[config.mk]
export PLATFORM = sky130hd
export DESIGN_NAME = i2c_rx_byte_buffer
export DESIGN_NICKNAME = d
export VERILOG_FILES = /design/src/rtl/i2c_defs.sv /design/src/rtl/i2c_rx_fifo_mem.sv /design/src/rtl/i2c_rx_byte_buffer.sv
export SDC_FILE = /design/constraint.sdc
export NUM_CORES = 1
export LEC_CHECK = 0
export ABC_AREA = 1
export CORE_MARGIN = 2
export CORE_UTILIZATION = 40
export CTS_CLUSTER_DIAMETER = 120
export DETAILED_ROUTE_END_ITERATION = 7
export GPL_TIMING_DRIVEN = 0
export PLACE_DENSITY = 0.56
export SLEW_MARGIN = 20
export SYNTH_ARGS = -nofsm -noshare
export SYNTH_HDL_FRONTEND = slang
export SYNTH_SLANG_ARGS = --single-unit
[constraint.sdc]
create_clock -name i_clk10MHz -period 2.8 [get_ports i_clk10MHz]
set_input_delay 0.56 -clock i_clk10MHz [delete_from_list [all_inputs] [get_ports i_clk10MHz]]
set_output_delay 0.56 -clock i_clk10MHz [all_outputs]
set_load 0.05 [all_outputs]
[src/rtl/i2c_defs.sv]
// Shared definitions for the I2C receive byte buffer: FSM codes, default depth, entry packing.
package i2c_defs;

    typedef enum logic [1:0] {
        RXB_IDLE    = 2'd0,
        RXB_CAPTURE = 2'd1,
        RXB_ERROR   = 2'd2
    } rxb_state_e;

    localparam int RXB_DEFAULT_DEPTH = 8;
    localparam int RXB_ENTRY_W       = 16;

    function automatic logic [RXB_ENTRY_W-1:0] pack_entry(input logic [7:0] addr,
                                                         input logic [7:0] data);
        return {addr, data};
    endfunction

endpackage

[src/rtl/i2c_rx_fifo_mem.sv]
// DEPTH x W register array with one synchronous write port and one asynchronous read port.
module i2c_rx_fifo_mem
    import i2c_defs::*;
#(
    parameter int DEPTH = RXB_DEFAULT_DEPTH,
    parameter int AW    = $clog2(DEPTH),
    parameter int W     = RXB_ENTRY_W
) (
    input  logic          clk_i,
    input  logic          we_i,
    input  logic [AW-1:0] waddr_i,
    input  logic [W-1:0]  wdata_i,
    input  logic [AW-1:0] raddr_i,
    output logic [W-1:0]  rdata_o
);

    logic [W-1:0] mem_q [DEPTH];

    always_ff @(posedge clk_i) begin
        if (we_i) begin
            mem_q[waddr_i] <= wdata_i;
        end
    end

    assign rdata_o = mem_q[raddr_i];

endmodule

[src/rtl/i2c_rx_byte_buffer.sv]
// Frame-aware FIFO for bytes read by the I2C master; first-word fall-through valid/ready output.
// Optional checksum output enabled by defining I2C_RXBUF_CHKSUM_EN.
module i2c_rx_byte_buffer
    import i2c_defs::*;
#(
    parameter int DEPTH = RXB_DEFAULT_DEPTH,
    parameter int AW    = $clog2(DEPTH)
) (
    input  logic                   i_clk10MHz,
    input  logic                   i_RST_n,
    input  logic                   i_Frame_Start,
    input  logic                   i_Frame_Done,
    input  logic                   i_Byte_Valid,
    input  logic [7:0]             i_Byte,
    input  logic [7:0]             i_Addr,
    input  logic                   i_Err_Flag,
    output logic [RXB_ENTRY_W-1:0] o_Data,
    output logic                   o_Data_Valid,
    input  logic                   i_Data_Ready,
    output logic [AW:0]            o_Count,
    output logic                   o_Full,
    output logic                   o_Empty,
    output logic                   o_Overflow,
    output logic                   o_Frame_Err,
`ifdef I2C_RXBUF_CHKSUM_EN
    output logic [7:0]             o_Chksum,
`endif
    output logic                   o_Frame_Ok
);

    localparam logic [AW:0]   FULL_CNT = DEPTH[AW:0];
    localparam logic [AW:0]   CNT_ONE  = 1;
    localparam logic [AW-1:0] PTR_ONE  = 1;

    rxb_state_e    state_q, state_d;
    logic [AW-1:0] wr_ptr_q, rd_ptr_q;
    logic [AW:0]   count_q, count_d;
    logic          overflow_q, overflow_d;
    logic          frame_err_q, frame_err_d;
    logic          frame_ok_q, frame_ok_d;
    logic          full, empty, pop, accept, push, drop;

    assign full   = (count_q == FULL_CNT);
    assign empty  = (count_q == '0);
    assign pop    = !empty && i_Data_Ready;
    // A byte arriving together with an error strobe belongs to a failed transfer.
    assign accept = (state_q == RXB_CAPTURE) && i_Byte_Valid && !i_Err_Flag;
    assign push   = accept && (!full || pop);
    assign drop   = accept && full && !pop;

    i2c_rx_fifo_mem #(
        .DEPTH (DEPTH),
        .AW    (AW),
        .W     (RXB_ENTRY_W)
    ) u_mem (
        .clk_i   (i_clk10MHz),
        .we_i    (push),
        .waddr_i (wr_ptr_q),
        .wdata_i (pack_entry(i_Addr, i_Byte)),
        .raddr_i (rd_ptr_q),
        .rdata_o (o_Data)
    );

    always_comb begin
        count_d = count_q;
        unique case ({push, pop})
            2'b10:   count_d = count_q + CNT_ONE;
            2'b01:   count_d = count_q - CNT_ONE;
            default: count_d = count_q;
        endcase
    end

    // A new Start always re-enters capture and opens a clean frame, whatever state it meets.
    always_comb begin
        state_d     = state_q;
        overflow_d  = overflow_q | drop;
        frame_err_d = frame_err_q;
        frame_ok_d  = 1'b0;
        if (i_Frame_Start) begin
            state_d     = RXB_CAPTURE;
            overflow_d  = 1'b0;
            frame_err_d = 1'b0;
        end else begin
            unique case (state_q)
                RXB_IDLE: begin
                    state_d = RXB_IDLE;
                end
                RXB_CAPTURE: begin
                    if (i_Err_Flag) begin
                        frame_err_d = 1'b1;
                        state_d     = i_Frame_Done ? RXB_IDLE : RXB_ERROR;
                    end else if (i_Frame_Done) begin
                        state_d    = RXB_IDLE;
                        frame_ok_d = !overflow_d && !frame_err_q;
                    end
                end
                RXB_ERROR: begin
                    if (i_Frame_Done) begin
                        state_d = RXB_IDLE;
                    end
                end
                default: state_d = RXB_IDLE;
            endcase
        end
    end

    always_ff @(posedge i_clk10MHz or negedge i_RST_n) begin
        if (!i_RST_n) begin
            state_q     <= RXB_IDLE;
            wr_ptr_q    <= '0;
            rd_ptr_q    <= '0;
            count_q     <= '0;
            overflow_q  <= 1'b0;
            frame_err_q <= 1'b0;
            frame_ok_q  <= 1'b0;
        end else begin
            state_q     <= state_d;
            count_q     <= count_d;
            overflow_q  <= overflow_d;
            frame_err_q <= frame_err_d;
            frame_ok_q  <= frame_ok_d;
            if (push) begin
                wr_ptr_q <= wr_ptr_q + PTR_ONE;
            end
            if (pop) begin
                rd_ptr_q <= rd_ptr_q + PTR_ONE;
            end
        end
    end

`ifdef I2C_RXBUF_CHKSUM_EN
    logic [7:0] chksum_q, chksum_d;

    always_comb begin
        chksum_d = chksum_q;
        if (i_Frame_Start) begin
            chksum_d = 8'h00;
        end else if (push) begin
            chksum_d = chksum_q ^ i_Byte;
        end
    end

    always_ff @(posedge i_clk10MHz or negedge i_RST_n) begin
        if (!i_RST_n) begin
            chksum_q <= 8'h00;
        end else begin
            chksum_q <= chksum_d;
        end
    end

    assign o_Chksum = chksum_q;
`endif

    assign o_Data_Valid = !empty;
    assign o_Count      = count_q;
    assign o_Full       = full;
    assign o_Empty      = empty;
    assign o_Overflow   = overflow_q;
    assign o_Frame_Err  = frame_err_q;
    assign o_Frame_Ok   = frame_ok_q;

endmodule

## Word-level counts from Yosys, hierarchy flattened

Memory sizes are Yosys's and may differ from the RTL's.
Index checks and enable logic that the tools add are counted.

- Register bits after elaboration: 15
- Memory bits (writable): 128
- Input port bits: 23
- Output and inout bits: 26
- Word-level logic and storage cells: 53
- Memories: 1

Memory list:

| name | depth | bits a word | read ports | clocked after Yosys merged registers in | write ports | line | RTL |
|---|---|---|---|---|---|---|---|
| u_mem.mem_q | 8 | 16 | 1 | 0 | 1 | i2c_rx_fifo_mem.sv:17 | `logic [W-1:0] mem_q [DEPTH];` |

- $add $sub $neg: 4
- Equality and inequality tests: 5
- Multiplexer cells: 16
- Bitwise logic cells: 1
- Reductions and logical operators: 19

Operators with widths:

| operator | count |
|---|---|
| $mux W1 | 10 |
| $mux W2 | 4 |
| $pmux W4 S2 | 1 |
| $logic_and A1 B1 Y1 | 7 |
| $add A3 B1 Y3 const B | 2 |
| $logic_not A1 Y1 | 6 |
| $reduce_bool A2 Y1 | 3 |
| $add A4 B1 Y4 const B | 1 |
| $eq A2 B1 Y1 const B | 2 |
| $eq A2 B2 Y1 const B | 2 |
| $eq A4 B4 Y1 const B | 1 |
| $logic_not A4 Y1 | 1 |
| $pmux W2 S2 | 1 |
| $sub A4 B1 Y4 const B | 1 |
| $reduce_and A2 Y1 | 1 |
| $logic_or A1 B1 Y1 | 1 |
| $or A1 B1 Y1 | 1 |

## Depth between registers and ports, before layout

- Word-level depth: 12
- Gate-level depth with buffers: 16
- Mapped depth without buffers: 16

## Hierarchy

Synthesis repeated with hierarchy kept, for this count alone.

- Cells, all modules: 665
- Area, all modules: 6,551.3 µm²

Modules (own cells, without submodules):

| module | instances | cells each | area each (µm²) | sequential area each (µm²) |
|---|---|---|---|---|
| i2c_rx_fifo_mem | 1 | 571 | 5,669.2 | 3,843.7 |
| i2c_rx_byte_buffer | 1 | 94 | 882.1 | 375.4 |

## Worst setup path before layout

Ideal clock, no wire load.

- Path kind: reg2reg
- Start: register count_q[0], in the netlist o_Count[0]
- End: memory u_mem.mem_q[7][0] (netlist name), enable pin
- Library setup time: 0.409 ns
- Arrival: 2.391 ns
- Required time: 2.391 ns
- Slack: 0.000 ns
- Stages on the path, launching flop included: 7
- Path buffers: 0
- Clock period less this slack: 2.800 ns
- Path through: dfrtp_1 nor2_4 nand3_2 inv_2 nand2_4 nand2_4 nor3_1

- Elaborated cells between the ends (all ways): 9
- Those cells by class: 1 x eq/ne; 2 x mux; 6 x reduce/logical

RTL lines:

| element | line | RTL |
|---|---|---|
| start, declared | i2c_rx_byte_buffer.sv:37 | `logic [AW:0] count_q, count_d;` |
| start signal, assigned | i2c_rx_byte_buffer.sv:118 | `count_q <= count_d;` |
| $eq A4 B4 Y1 | i2c_rx_byte_buffer.sv:43 | `assign full = (count_q == FULL_CNT);` |
| net o_Full | i2c_rx_byte_buffer.sv:21 | `output logic o_Full,` |
| $logic_not A1 Y1 | i2c_rx_byte_buffer.sv:48 | `assign push = accept && (!full \|\| pop);` |
| $logic_or A1 B1 Y1 | i2c_rx_byte_buffer.sv:48 |  |
| $logic_and A1 B1 Y1 | i2c_rx_byte_buffer.sv:48 |  |
| $mux W1 | i2c_rx_fifo_mem.sv:20 | `if (we_i) begin` |
| $mux W1 (not written as such) | i2c_rx_fifo_mem.sv:21 | `mem_q[waddr_i] <= wdata_i;` |
| end, declared | i2c_rx_fifo_mem.sv:17 |  |

The timed path passes the listed nets, and every way through them passes these cells.

## Worst setup path in the final report

- Start: register rd_ptr_q[0]
- End: output port o_Data[3]

- Word-level cells in the longest chain between the ends: 1

Ends and longest elaborated chain:

| element | line | RTL |
|---|---|---|
| start, declared | i2c_rx_byte_buffer.sv:36 | `logic [AW-1:0] wr_ptr_q, rd_ptr_q;` |
| start signal, assigned | i2c_rx_byte_buffer.sv:126 | `rd_ptr_q <= rd_ptr_q + PTR_ONE;` |
| $mem_v2 Z8 W16 | -- |  |
| end, declared | i2c_rx_byte_buffer.sv:17 | `output logic [RXB_ENTRY_W-1:0] o_Data,` |

Every way passes these cells.

==> metrics.sh <==
INITIAL_STANDARD_CELL_UTILIZATION_OF_THE_CORE_PCT=41.0
PLACEMENTROWS=44
GRT.TOTAL_USAGE_PCT=18.7
SYN-CELL-AREA_MM2=0.00596
SETUP.WORST_PATH.CLASS='register to output pin'
CTS_MADE_BUFFERS=17
PLACEDCELLCOUNT=712
GRT_ANTENNA_BEFORE_REPAIR=0
SYNTH_FP_NETS=499
YOSYSUNIQUECELLTYPES=35
FMAXACHIEVABLE_GHz=0.373
AREA_OF_THE_MULTI_INPUT_GATES_MM2=0.00154
ANTENNADIODECOUNT=0
SETUP-VIOLATIONS-FINAL=0
COREAREA_MM2=0.0145
CLK-INSERTION-DELAY-LATE_PS=420
GRT_FIRST_PASS_WIRELENGTH_UM=21800
AREA_GROWTH_PCT=22.8
IO_BUFFERS=48
CLOCK_SINK_COUNT=143
CTS_TREE='yes'
GRT_REMAINING_OVERFLOW=0
YS_SEQ_ELEMENTS=143
NNETSFINAL=577
POWER_FRAC_CLOCK_PCT=24.8
REMAINING_DRC_ERRORS=0
FILLER_CELL_COUNT=1276
FINALWEIGHTEDCONGESTION=0.750
TIMING.FINAL.HOLD_VIOLATIONS=0
CP-END-KIND='output pin'
PLACED_AREA_MM2=0.00681
SETUP_TOTAL_NEGATIVE_SLACK_PS=0
VIA_COUNT_OF_THE_FIRST_GLOBAL_ROUTING_PASS=3841
P_SWITCHING_mW=3.33
WORST_R2R_PATH_DEPTH=7
MAX_CAP_VIOL_COUNT=0
CTSHOLDBUFFERS=0
CP.REQUIRED_PS=2240
CRITPATHMAXFANOUT=10
POWER_FRAC_COMB_PCT=43.2
POST_DRT_VIA_CELL_RATIO=5.13
LAYOUT.CELLS.MOST_COMMON='edfxtp_1'
REGAREA_MM2=0.00422
INSTANCES_NO_FILL=744
TIMING.CRITICAL_PATH.FROM_TYPE='register'
CRITPATHARRIVALTIME_PS=2120
SW_FRAC_OF_TOTAL_PCT=41.3
TIMING.CLOCK.SKEW_PS=5.96
CLOCK_PATH_BUFFERS=2
SYNTH_SEQUENTIAL_AREA_RATIO_PCT=70.8
NUMBER_OF_INSTANCES_IN_THE_SYNTHESIZED_NETLIST=469
FP.DIEH_UM=126
SYNTH-WARNING-COUNT=0
WL_PER_CELL_UM=19.0
LAYOUT-DRIVE-GT1-SHARE_PCT=17.9
DP.FINAL_HPWL_UM=9130
FINALCRITICALPERIOD_PS=2680
VDD_DROP_MAX_V=0.000543
CELLINTERNALPOWER_mW=4.73
HOLD_PATH_CELL_CNT=2
FP.DIEW_UM=126
CLK_PIN_SLEW_WORST_PATHS_PS=60
DRT-PASS1-ITER-COUNT=5
TIMING_MAX_TRANSITION_VIOLATIONS_FINAL=0
CELLPOWERDENSITY_mW_PER_MM2=1100
RUN_STATUS='finished clean'
POST-ROUTE-PERIOD-UTIL_PCT=95.8
LAYOUT.CELLS.MOST_COMMON_LIST='edfxtp_1 (128), nor2_1 (71), nand2_1 (63), o21ai_0 (51), clkdlybuf4s50_1 (32)'
VIAS=3817
P_LEAK_nW=2.76
SYNTH_AREA_PER_CELL_UM2=12.7
CTSROOTBUFFERMASTER='clkbuf_16'
ROUTE.FINAL.WIRE_LENGTH_UM=14100
TOP_LEVEL_PORTS=49
ANTENNA_VIOLATING_NETS_POST_ROUTE=0
RELSLEWSLACK_PCT=49.5
FIN_AREA_MM2=0.00732
WORST-SLEW-PIN-TRANSITION_PS=754
GRT_START_MAX_NET_PINS=17
DIE_AREA_MM2=0.0159
GRT_SETUP_UNREPAIRED='false'
POWER.SEQUENTIAL.FRACTION_PCT=31.9
HOLD_CRIT_PATH_TYPE='register to register'
DR_ITER_0_VIOLS=337
HTREE_LEVELS=4
## state kept, by name (all words and copies together), names as in the netlist
signal	count
u_mem.mem_q	128
o_Count	4
rd_ptr_q	3
wr_ptr_q	3
state_q	2
o_Frame_Err	1
o_Frame_Ok	1
o_Overflow	1
## worst max-delay path: stages, from the launching register on
cell	delay (ps)
dfrtp_1	420
buf_6	170
inv_4	60
buf_6	150
buf_6	170
nor2_1	60
o21ai_1	160
nand2_1	60
nand2_1	80
clkdlybuf4s15_2	370
## layout make-up
class                   instances  share of cell area (%)
clock inverters                10                   0.974
repair buffers                 59                    7.67
plain buffers                  22                    2.15
multi-input cells             279                    21.0
inverters                      25                    1.33
clock buffers                  22                    6.07
well taps                     184                    3.14
flip-flops and latches        143                    57.6
## what timing repair did
item | CTS | global route
resized for setup | 51 | 15
buffers inserted | 0 | 0
endpoints found under the setup margin | 16 | 14
## metal layers
metal  track usage (%)  part of all wire (%)  vias to the layer above
li1                  -                     -                     1811
met1              23.9                    45                     1874
met2              30.3                    48                      110
met3              4.72                   4.6                       22
met4              8.47                   2.3                        0
met5                 0                     0                        -
## power groups by stage
| stage | Sequential, mW | Clock, mW | Combinational (mW) |
|---|---|---|---|
| 5_1_grt | 2.59 | 2.12 | 3.78 |
| 2_1_floorplan | 2.70 | 0 | 2.29 |
| 3_3_place_gp | 2.61 | 0 | 3.52 |
| 4_1_cts | 2.57 | 2.03 | 3.57 |
| 6_report | 2.57 | 2.00 | 3.48 |
| 3_5_place_dp | 2.61 | 0 | 3.61 |
## cells by family (layout without fill, tap and decap cells)
group,Yosys count,count (layout),synth area share [%]
xor gates and xnor gates,5,5,0.734
and+or+nand+nor,161,161,12.0
AOI/OAI and AO/OA,89,89,8.02
DFF,143,143,70.8
muxes,17,17,2.88
adders and majority gates,7,7,1.59
buffers and inverters,47,138,4.01
## synthesized netlist by cell type (all sizes together)
master     n  area [um^2]
a21oi      5         28.8
inv       24         92.6
nand3      9         72.6
nor3       5         25.0
a21o       1         7.51
buf       17          121
mux2       1         11.3
xor2       4         35.0
nor2      77          313
o31ai      1         7.51
mux2i     16          160
fa         1         20.0
o21ai     65          325
o22ai     16          100
edfxtp   128         3840
a2111oi    1         8.76
nand2     70          305
xnor2      1         8.76
dfrtp     15          375
ha         6         75.1
clkbuf     5         21.3
clkinv     1         3.75
## metrics by stage
stage                     power [mW]  setup slack [ps]  util [%]  hold slack (ps)
after floorplan                 5.00            -0.432         -              264
after global placement          6.13             -1540      45.9              496
after detailed placement        6.22              -162      46.9              522
after CTS                       8.17              8.68      50.6              535
after global routing            8.49              8.42      50.4              579
final                           8.05               119      50.4              522
## worst paths after layout
check	start	endpoint	slack (ps)
worst max register to register	state_q[1]	u_mem.mem_q[6][2]	480
max in group asynchronous	i_RST_n	rd_ptr_q[2]	1740
worst min register to register	wr_ptr_q[0]	wr_ptr_q[0]	520
worst max-delay path	rd_ptr_q[0]	o_Data[3]	120
min in group asynchronous	i_RST_n	wr_ptr_q[1]	590
worst min-delay path	wr_ptr_q[0]	wr_ptr_q[0]	520
Note: power is estimated with default switching activity, not from simulation.
